<file path="config.mk">
export PLATFORM = sky130hd
export DESIGN_NAME = matrix_ram_arbiter
export DESIGN_NICKNAME = d
export VERILOG_FILES = /design/src/rtl/matrix_ram_arbiter.sv
export SDC_FILE = /design/constraint.sdc
export NUM_CORES = 1
export LEC_CHECK = 0
export BUFFER_PORTS_ARGS = -buffer_cell sky130_fd_sc_hd__buf_4
export CELL_PAD_IN_SITES_DETAIL_PLACEMENT = 1
export CELL_PAD_IN_SITES_GLOBAL_PLACEMENT = 1
export CORE_UTILIZATION = 21
export DETAILED_ROUTE_END_ITERATION = 10
export PLACE_DENSITY_LB_ADDON = 0.3
export SYNTH_ARGS = -nofsm -noshare
export SYNTH_HDL_FRONTEND = slang
export SYNTH_SLANG_ARGS = --single-unit
</file>
<file path="constraint.sdc">
create_clock -name clk -period 2.17 [get_ports clk]
set_input_delay 0.217 -clock clk [delete_from_list [all_inputs] [get_ports clk]]
set_output_delay 0.217 -clock clk [all_outputs]
set_load 0.01 [all_outputs]
</file>
<file path="src/rtl/matrix_ram_arbiter.sv">
// Round-robin arbiter with ownership lock sharing the single-port matrix RAM
// between the host loader (H) and the matrix multiply control unit (C).
module matrix_ram_arbiter #(
    parameter int unsigned data_w    = 32,
    parameter int unsigned ram_d     = 512,
    parameter int unsigned ram_add_w = $clog2(ram_d),
    parameter int unsigned hold_max  = 64
) (
    input  logic                 clk,
    input  logic                 rst,
    input  logic                 h_req,
    input  logic                 h_lock,
    input  logic                 h_we,
    input  logic [ram_add_w-1:0] h_addr,
    input  logic [data_w-1:0]    h_w_data,
    output logic                 h_gnt,
    output logic                 h_r_valid,
    input  logic                 c_req,
    input  logic                 c_lock,
    input  logic                 c_we,
    input  logic [ram_add_w-1:0] c_addr,
    input  logic [data_w-1:0]    c_w_data,
    output logic                 c_gnt,
    output logic                 c_r_valid,
    output logic                 ram_we,
    output logic [ram_add_w-1:0] ram_addr,
    output logic [data_w-1:0]    ram_w_data,
    input  logic [data_w-1:0]    ram_r_data_in,
    output logic [data_w-1:0]    ram_r_data,
    output logic                 starve_err
);

    localparam int unsigned hold_w = $clog2(hold_max) + 1;
    localparam logic        RR_H   = 1'b0;
    localparam logic        RR_C   = 1'b1;

    typedef enum logic [1:0] {
        IDLE  = 2'd0,
        OWN_H = 2'd1,
        OWN_C = 2'd2
    } state_t;

    state_t              state;
    state_t              state_nxt;
    logic                rr_last;
    logic                rr_nxt;
    logic [hold_w-1:0]   hold_cnt;
    logic                hold_inc;

    // Read data is a straight broadcast to both requesters
    assign ram_r_data = ram_r_data_in;

    // Next owner selection and round-robin pointer update
    always_comb begin
        state_nxt = state;
        rr_nxt    = rr_last;
        hold_inc  = 1'b0;
        case (state)
            IDLE: begin
                if (h_req && !c_req) begin
                    state_nxt = OWN_H;
                end else if (c_req && !h_req) begin
                    state_nxt = OWN_C;
                end else if (h_req && c_req) begin
                    state_nxt = (rr_last == RR_C) ? OWN_H : OWN_C;
                end
            end
            OWN_H: begin
                if (!h_lock) begin
                    if (c_req) begin
                        state_nxt = OWN_C;
                        rr_nxt    = RR_H;
                    end else if (!h_req) begin
                        state_nxt = IDLE;
                        rr_nxt    = RR_H;
                    end
                end
                hold_inc = c_req && (state_nxt == OWN_H);
            end
            OWN_C: begin
                if (!c_lock) begin
                    if (h_req) begin
                        state_nxt = OWN_H;
                        rr_nxt    = RR_C;
                    end else if (!c_req) begin
                        state_nxt = IDLE;
                        rr_nxt    = RR_C;
                    end
                end
                hold_inc = h_req && (state_nxt == OWN_C);
            end
            default: begin
                state_nxt = IDLE;
            end
        endcase
    end

    // State, grants, read-valid and starvation bookkeeping
    always_ff @(posedge clk) begin
        if (!rst) begin
            state      <= IDLE;
            rr_last    <= RR_C;
            hold_cnt   <= '0;
            starve_err <= 1'b0;
            h_gnt      <= 1'b0;
            c_gnt      <= 1'b0;
            h_r_valid  <= 1'b0;
            c_r_valid  <= 1'b0;
        end else begin
            state     <= state_nxt;
            rr_last   <= rr_nxt;
            h_gnt     <= (state_nxt == OWN_H);
            c_gnt     <= (state_nxt == OWN_C);
            h_r_valid <= h_gnt & h_req & ~h_we;
            c_r_valid <= c_gnt & c_req & ~c_we;
            if (hold_inc) begin
                if (hold_cnt == hold_w'(hold_max - 1)) begin
                    starve_err <= 1'b1;
                end else begin
                    hold_cnt <= hold_cnt + hold_w'(1);
                end
            end else begin
                hold_cnt <= '0;
            end
        end
    end

    // RAM port mux; quiet while in reset so an abandoned burst cannot write
    always_comb begin
        ram_we     = 1'b0;
        ram_addr   = '0;
        ram_w_data = '0;
        if (rst) begin
            if (state == OWN_H && h_req) begin
                ram_we     = h_we;
                ram_addr   = h_addr;
                ram_w_data = h_w_data;
            end else if (state == OWN_C && c_req) begin
                ram_we     = c_we;
                ram_addr   = c_addr;
                ram_w_data = c_w_data;
            end
        end
    end

endmodule
</file>
==> results of run 1 <==
-- worst max-delay path, delay by kind of cell, from the launching register on --
kind | cells | cell delay, ps
buffers and inverters | 3 | 480
adder cells (fa/ha/maj) | 1 | 250
AND/OR/NAND/NOR | 3 | 400
AO/OA/AOI/OAI | 1 | 90
flip-flops | 1 | 330
-- state kept, by name, summed over array words and instances, names as in the netlist --
name	count
starve_err	1
h_r_valid	1
hold_cnt	7
rr_last	1
state	2
c_r_valid	1
c_gnt	1
h_gnt	1
-- power breakdown --
group,internal [mW],switching [mW],total (mW)
registers,0.295,0.0159,0.311
clock network,0.129,0.107,0.236
logic,0.283,0.235,0.518
-- cell usage in the layout, fill, tap and decap left out, drive strengths merged --
cell type / Yosys / final
a211oi: 1 / 1
a21boi: 1 / 1
a21oi: 4 / 4
a22oi: 42 / 42
a31oi: 1 / 1
and2: 1 / 1
and3: 3 / 3
and3b: 2 / 2
and4b: 2 / 2
buf: 45 / 141
clkbuf: 4 / 3
clkinvlp: 0 / 1
dfxtp: 15 / 15
ha: 5 / 5
inv: 4 / 4
mux2i: 1 / 1
nand2: 7 / 7
nand2b: 2 / 2
nand3: 5 / 5
nand3b: 3 / 3
nand4: 1 / 1
nor2: 8 / 8
nor2b: 44 / 44
nor3: 3 / 3
o211ai: 2 / 2
o21ai: 4 / 4
o21bai: 1 / 1
o22ai: 1 / 1
o31a: 1 / 1
or3: 1 / 1
xnor2: 1 / 1
xor2: 2 / 2
-- cell type report --
| type | instances | area [sq um] |
|---|---|---|
| fillers | 964 | 5130 |
| repair buffers | 141 | 1080 |
| multi-input cells | 149 | 1020 |
| flip-flops and latches | 15 | 302 |
| well taps | 102 | 128 |
| clock buffers | 3 | 41.3 |
| inverters | 4 | 15.0 |
| clock inverters | 1 | 7.51 |
-- cells by family after synthesis --
group,Yosys count
mux,1
fa+ha+maj,5
simple gates,82
compound gates,58
buf+inv,53
xor+xnor,3
flops,15
-- final timing paths --
| kind | from | end | slack, ps | cells after the start |
|---|---|---|---|---|
| worst max-delay path | state[1] | ram_addr[5] | 140 | 8 |
| worst max register to register | hold_cnt[0] | hold_cnt[2] | 570 | 5 |
| worst min register to register | hold_cnt[6] | hold_cnt[6] | 470 | 2 |
| worst min-delay path | h_we | h_r_valid | 280 | 2 |
-- per-stage QoR --
step           cell area (sq um)  utilization, %
2_1_floorplan               1680               -
3_3_place_gp                2530            32.7
3_5_place_dp                2530            32.7
4_1_cts                     2580            33.4
5_1_grt                     2590            33.5
6_report                    2590            33.5
-- metal layers --
metal / up-vias / track usage (%)
li1: 923 / -
met1: 912 / 17.3
met2: 70 / 26.3
met3: 14 / 3.35
met4: 0 / 5.69
met5: - / 0
==> results.cfg, run 1 <==
[clocking]
postCtsSetupBuffers = 0
clkTransAtPathRegs_ps = 70
cts_tree = built
htree_num_levels = 1
cts_root_buffer = clkbuf_8
ctsResizeCount = 1
clkSinkCount = 15
cts_hold_buf = 0
clk_latency_ps = 250
clock_path_buffers = 2
cts_inserted_buffers = 3

[logic_synthesis]
synth_common_cells = nor2b_1, a22oi_1, buf_4, dfxtp_1
synth_top_family_by_area = simple AND/OR/NAND/NOR gates
synth_edf_count = 0
yosys.area_share.simple_pct = 29.7
postSynthCellCount = 217
ys_top_cells_by_area = a22oi_1, dfxtp_1, nor2b_1
synth_area_sq_mm = 0.00168
synth_compound_area_share_pct = 24.6
synthMuxAreaShare_pct = 0.595
seq_area_frac_synth_pct = 17.9
synth_fp_nets = 344
yosysMostFrequentCell = nor2b_1
yosys.area_share.xor_xnor_pct = 1.56
synth_seq_cells = 15
yosys_warnings = 0
avgSynthCellArea_sq_um = 7.75
async_flop_share_pct = 0
ys_types = 35
synth_top_cell_area_share_pct = 18.7
synth_largest_area_cell = a22oi_1
ys.flop_type = dfxtp_1
synth_fa_ha_area_share_pct = 3.72

[timing]
finalHoldViolCount = 0
clock_skew_ps = 5.03
slew_headroom_pct = 70.9
min_period_ps = 2030
setup_ws_ps = 141
rsz0062_at_grt = no
drv_slew = 0
fmax_mhz = 493
finalSetupTns_ps = 0
fin_crit_sh_pct = 93.5
whs_ps = 275
finalSetupViolations = 0
tightest_slew_ps = 434

[placement]
port_buffers = 136
pre_cts_slack_ps = 222
dp.cells = 411
place_hpwl_mm = 5.14
gp_congestion = 0.890

[floorplanning]
pin_count = 201
die_h_um = 91.5
std_cell_rows = 32
die_area_sq_mm = 0.00837
start_util_pct = 21.8
design.core.area_sq_mm = 0.00773
die_x_um = 91.5

[run_status]
status = completed

[setup_path]
crit_required_ps = 1950
worstPathMaxFanout = 31
worst-setup-path-type = register to output pin
worstSetupEndpointType = output pin
crit_top_cell = buf_4
arrival_ps = 1810
cp_slowest_cell = dfxtp_1
cpPeakStageDelay_ps = 330
path_cells = buf_4 > ha_1 > nand2_1 > nor2_4 > buf_12 > a22oi_1 > nor2b_1 > buf_4
cp-start-kind = register

[routing]
drt_first_pass_iters = 4
ant_nets = 0
met3_wirelength_um = 441
wl_per_cell_um = 15.9
first_iter_violations = 60
post-route-drc-count = 0
vias_per_cell = 4.62
maxUsedRoutingLayer = met4
wl_mm = 6.62
num_vias = 1919
wl_met2_mm = 3.34
route.layer.met1.wl_mm = 2.67

[grt]
grt_pass1_wl_mm = 9.91
grt_max_degree = 49
grt_usage_pct = 14.9
grt-ovfl-total = 0
grt_pass1_vias = 1951
antenna_found_initial = 0

[finish]
drive_above_1_share_pct = 48.2
nets = 441
area_growth_pct = 54.2
antenna-diode-count = 0
stdcell_count = 415

[power_and_ir_drop]
p_leak_nw = 1.15
powerDensity_mw_per_mm2 = 411
power.total_mw = 1.06
vdd_drop_max_uv = 214

[hold_path]
min_path_type = primary input to register

[run]
drv_cap = 0
No activity file was read; power rests on OpenSTA's default activity.
==> run 2: changes to the inputs <==
Settings changed: CORE_UTILIZATION 21 to 22, HOLD_SLACK_MARGIN set to 0.03, TNS_END_PERCENT set to 50.
Clock period 2.17 ns to 2.5 ns, I/O delays scaled along.
==> results.cfg, run 2 (synthesis results as in run 1) <==
[grt]
grt_usage_pct = 13.8
grt.met3_usage_pct = 2.49
grt_pass1_wl_mm = 8.47
met2_usage_pct = 26.6
met1_usage_pct = 14.3
grt-ovfl-total = 0
grt_pass1_vias = 1728
grt_max_degree = 49
grt_busiest_layer = met2
antenna_found_initial = 0

[finish]
drive_above_1_share_pct = 47.4
top_register = hold_cnt
largest_register_ffs = 7
final_cell_mix = buf_4, nor2b_1, a22oi_1
area_growth_pct = 51.9
antenna-diode-count = 0
nets = 438
final_common_cell = buf_4
fin_area_sq_mm = 0.00255
top_regs = hold_cnt (7), state (2)
num-fill-cells = 901

[placement]
pre_cts_slack_ps = 376
place_hpwl_mm = 4.90
gp_congestion = 0.777
port_buffers = 136
placed_cell_area_sq_mm = 0.00250

[routing]
num_vias = 1896
first_iter_violations = 33
ant_nets = 0
drt_first_pass_iters = 4
vias_per_cell = 4.64
wl_mm = 6.33
wl_per_cell_um = 15.5
post-route-drc-count = 0

[clocking]
cts_inserted_buffers = 3
clkSinkCount = 15
clkTransAtPathRegs_ps = 70
htree_num_levels = 1
clock_path_buffers = 2
cts_root_buffer = clkbuf_8
cts_tree = built
clk_latency_ps = 260

[setup_path]
cp-start-kind = register
arrival_ps = 2050
r2r-start = state[0]
worstSetupEndpointType = output pin
worst-setup-path-type = register to output pin
crit_start = state[1]
crit_required_ps = 2250
worstPathMaxFanout = 38

[hold_path]
min_from = c_we
min_path_type = primary input to register

[timing]
finalSetupTns_ps = 0
slew_headroom_pct = 73.6
clock_skew_ps = 1.64
min_period_ps = 2300
finalSetupViolations = 0
drv_slew = 0
tightest_slew_ps = 396
fmax_mhz = 434
setup_ws_ps = 197
fin_crit_sh_pct = 92.1
finalHoldViolCount = 0
rsz0062_at_grt = no

[floorplanning]
start_util_pct = 22.9
die_h_um = 89.4
design.core.area_sq_mm = 0.00733
die_x_um = 89.4
pin_count = 201
die_area_sq_mm = 0.00800
std_cell_rows = 31

[run]
drv_cap = 0

[run_status]
status = completed

[power_and_ir_drop]
powerDensity_mw_per_mm2 = 357
power.total_uw = 913
p_leak_nw = 1.13
vdd_drop_max_uv = 215
run 2: what timing repair did:
item	in CTS	in global routing
hold buffers	0	0
buffers inserted	0	0
endpoints found under the setup margin	0	14
hold endpoints to repair	0	0
gates resized for setup	0	2
run 2: cell type report:
type	count	area (sq um)	area share [%]
repair buffers	138	1050	41.2
multi-input cells	149	1010	39.7
clock inverters	1	7.51	0.294
flip-flops and latches	15	302	11.8
clock buffers	3	41.3	1.62
well taps	99	124	4.85
inverters	4	15.0	0.588
run 2: report_power, final:
part           total [mW]  internal (mW)  switching (mW)
clock               0.214          0.112           0.102
sequential          0.272          0.256          0.0163
combinational       0.427          0.234           0.194
run 2: layer usage:
metal | wire length, um | up-vias | part of all wire [%]
met4 | 131 | 0 | 2.1
met3 | 505 | 10 | 8.0
li1 | - | 916 | -
met2 | 3430 | 80 | 54
met1 | 2260 | 890 | 36
met5 | 0 | - | 0
run 2: critical path, cell delays in order, from the launching register on:
cell     delay [ps]
dfxtp_2         380
inv_1            80
ha_1            250
and2_2          240
nor2_4          200
buf_12          230
a22oi_1         110
nor2b_1         150
buf_4           130
run 2: worst paths after layout:
| check | depth (start not counted) | end | slack, ps |
|---|---|---|---|
| worst max-delay path | 8 | ram_w_data[20] | 200 |
| worst min-delay path | 2 | c_r_valid | 310 |
| worst max register to register | 6 | hold_cnt[2] | 840 |
| worst min register to register | 2 | hold_cnt[6] | 460 |
run 2: metrics by stage:
stage | hold slack (ps) | instances | utilization, %
after floorplan | 424 | 217 | -
after global placement | 437 | 405 | 34.1
after detailed placement | 443 | 405 | 34.1
after CTS | 305 | 409 | 34.8
after global routing | 311 | 409 | 34.9
final | 312 | 409 | 34.9
==> run 3: changes to the inputs <==
Settings changed: SETUP_SLACK_MARGIN set to 0.5, SLEW_MARGIN set to 20.
==> results.cfg, run 3 (synthesis results as in run 1) <==
[setup_path]
cp_slowest_cell = dfxtp_4
worstPathMaxFanout = 42
crit_top_cell = buf_4
crit_required_ps = 2250
path_cells = inv_4 > ha_4 > and2_4 > buf_4 > buf_12 > a22oi_1 > nor2b_1 > buf_4
crit_start = state[1]
worstSetupEndpointType = output pin
arrival_ps = 1810
cpPeakStageDelay_ps = 360
worst-setup-path-type = register to output pin
cp-start-kind = register
r2r-start = hold_cnt[0]

[power_and_ir_drop]
p_comb_share_pct = 53.0
intPower_uw = 684
p_leak_nw = 1.26
power.total_mw = 1.03
vdd_drop_max_uv = 215
power.switching_uw = 351
p_seq_share_pct = 26.3
p_sw_share_pct = 33.9
pwr-share-clk_pct = 20.7
powerDensity_mw_per_mm2 = 363

[routing]
ant_nets = 0
num_vias = 1996
drt_first_pass_iters = 6
wl_met2_mm = 3.87
vias_per_cell = 4.69
route.layer.met1.wl_mm = 2.56
post-route-drc-count = 0
wl_per_cell_um = 16.6
wl_mm = 7.08
first_iter_violations = 31
maxUsedRoutingLayer = met4
met3_wirelength_um = 510

[timing]
min_period_ps = 2060
clock_skew_ps = 2.23
slew_headroom_pct = 73.3
drv_slew = 0
finalHoldViolCount = 0
rsz0062_at_grt = yes
finalSetupViolations = 0
fmax_mhz = 486
tightest_slew_ps = 400
fin_crit_sh_pct = 82.4
finalSetupTns_ps = 0

[finish]
final_common_cell = buf_4
top_register = hold_cnt
final_cell_mix = buf_4, nor2b_1, a22oi_1
top_regs = hold_cnt (7), state (2)
drive_above_1_share_pct = 54.1
largest_register_ffs = 7
antenna-diode-count = 0
area_growth_pct = 69.7
fin_area_sq_mm = 0.00285
num-fill-cells = 889
nets = 455
stdcell_count = 426

[floorplanning]
pin_count = 201
die_area_sq_mm = 0.00800
design.core.area_sq_mm = 0.00733
std_cell_rows = 31
die_h_um = 89.4
start_util_pct = 22.9
die_x_um = 89.4

[clocking]
clkSinkCount = 15
cts_root_buffer = clkbuf_8
htree_num_levels = 1
cts_hold_buf = 0
clkTransAtPathRegs_ps = 70
clock_path_buffers = 2
cts_inserted_buffers = 3
cts_tree = built
clk_latency_ps = 260

[run]
drv_cap = 0

[placement]
place_hpwl_mm = 4.90
gp_congestion = 0.777
placed_cell_area_sq_mm = 0.00250
dp.cells = 405
port_buffers = 136

[grt]
grt_pass1_wl_mm = 9.17
grt_usage_pct = 15.1
antenna_found_initial = 0
grt_pass1_vias = 1828
grt-ovfl-total = 0
grt_max_degree = 49

[hold_path]
min_from = c_we
min_path_type = primary input to register

[run_status]
status = completed
==> run 3: what timing repair did <==
| item | 4_1_cts | 5_1_grt |
|---|---|---|
| hold endpoints to repair | 0 | 0 |
| buffers inserted | 8 | 4 |
| pin swaps | 2 | 4 |
| resized for setup | 20 | 8 |
| gates cloned | 2 | 3 |
| endpoints found under the setup margin | 42 | 42 |
==> run 3: final timing paths <==
| kind | depth (start not counted) | end | slack (ps) |
|---|---|---|---|
| setup / recovery | 8 | ram_we | 440 |
| hold / removal | 2 | c_r_valid | 310 |
| setup reg to reg | 5 | hold_cnt[2] | 900 |
| hold reg to reg | 2 | hold_cnt[6] | 460 |
==> run 3: metrics by stage <==
stage	hold slack (ps)	worst slack, ps	utilization (%)
floorplan	424	682	-
global placement	437	434	34.1
detailed placement	443	376	34.1
CTS	305	459	37.2
global route	311	380	38.9
finish	309	440	38.9
==> run 3: cell type report <==
cell class | count | area (sq um) | area share [%]
Timing Repair Buffer | 155 | 1280 | 44.8
Multi-Input combinational cell | 149 | 1080 | 37.7
Sequential cell | 15 | 308 | 10.8
Tap cell | 99 | 124 | 4.34
Clock buffer | 3 | 41.3 | 1.45
Inverter | 4 | 17.5 | 0.614
Clock inverter | 1 | 7.51 | 0.263
==> run 3: power groups by stage <==
stage | Combinational [mW] | Sequential [mW] | Clock, mW
3_3_place_gp | 0.421 | 0.275 | 0
4_1_cts | 0.508 | 0.270 | 0.223
6_report | 0.549 | 0.272 | 0.214
3_5_place_dp | 0.431 | 0.276 | 0
2_1_floorplan | 0.267 | 0.276 | 0
5_1_grt | 0.591 | 0.274 | 0.231
==> run 3: layer usage <==
metal / GRT usage (%) / up-vias
met3: 2.59 / 11
met4: 6.06 / 0
met2: 29.6 / 83
li1: - / 954
met1: 15.7 / 948
met5: 0 / -
==> run 3: critical path: cells and delay by family (launching register included) <==
| family | cells | cell delay [ps] |
|---|---|---|
| AO/OA/AOI/OAI | 1 | 270 |
| adder cells (fa/ha/maj) | 1 | 160 |
| buffers and inverters | 4 | 490 |
| flip-flops | 1 | 360 |
| AND/OR/NAND/NOR | 2 | 240 |
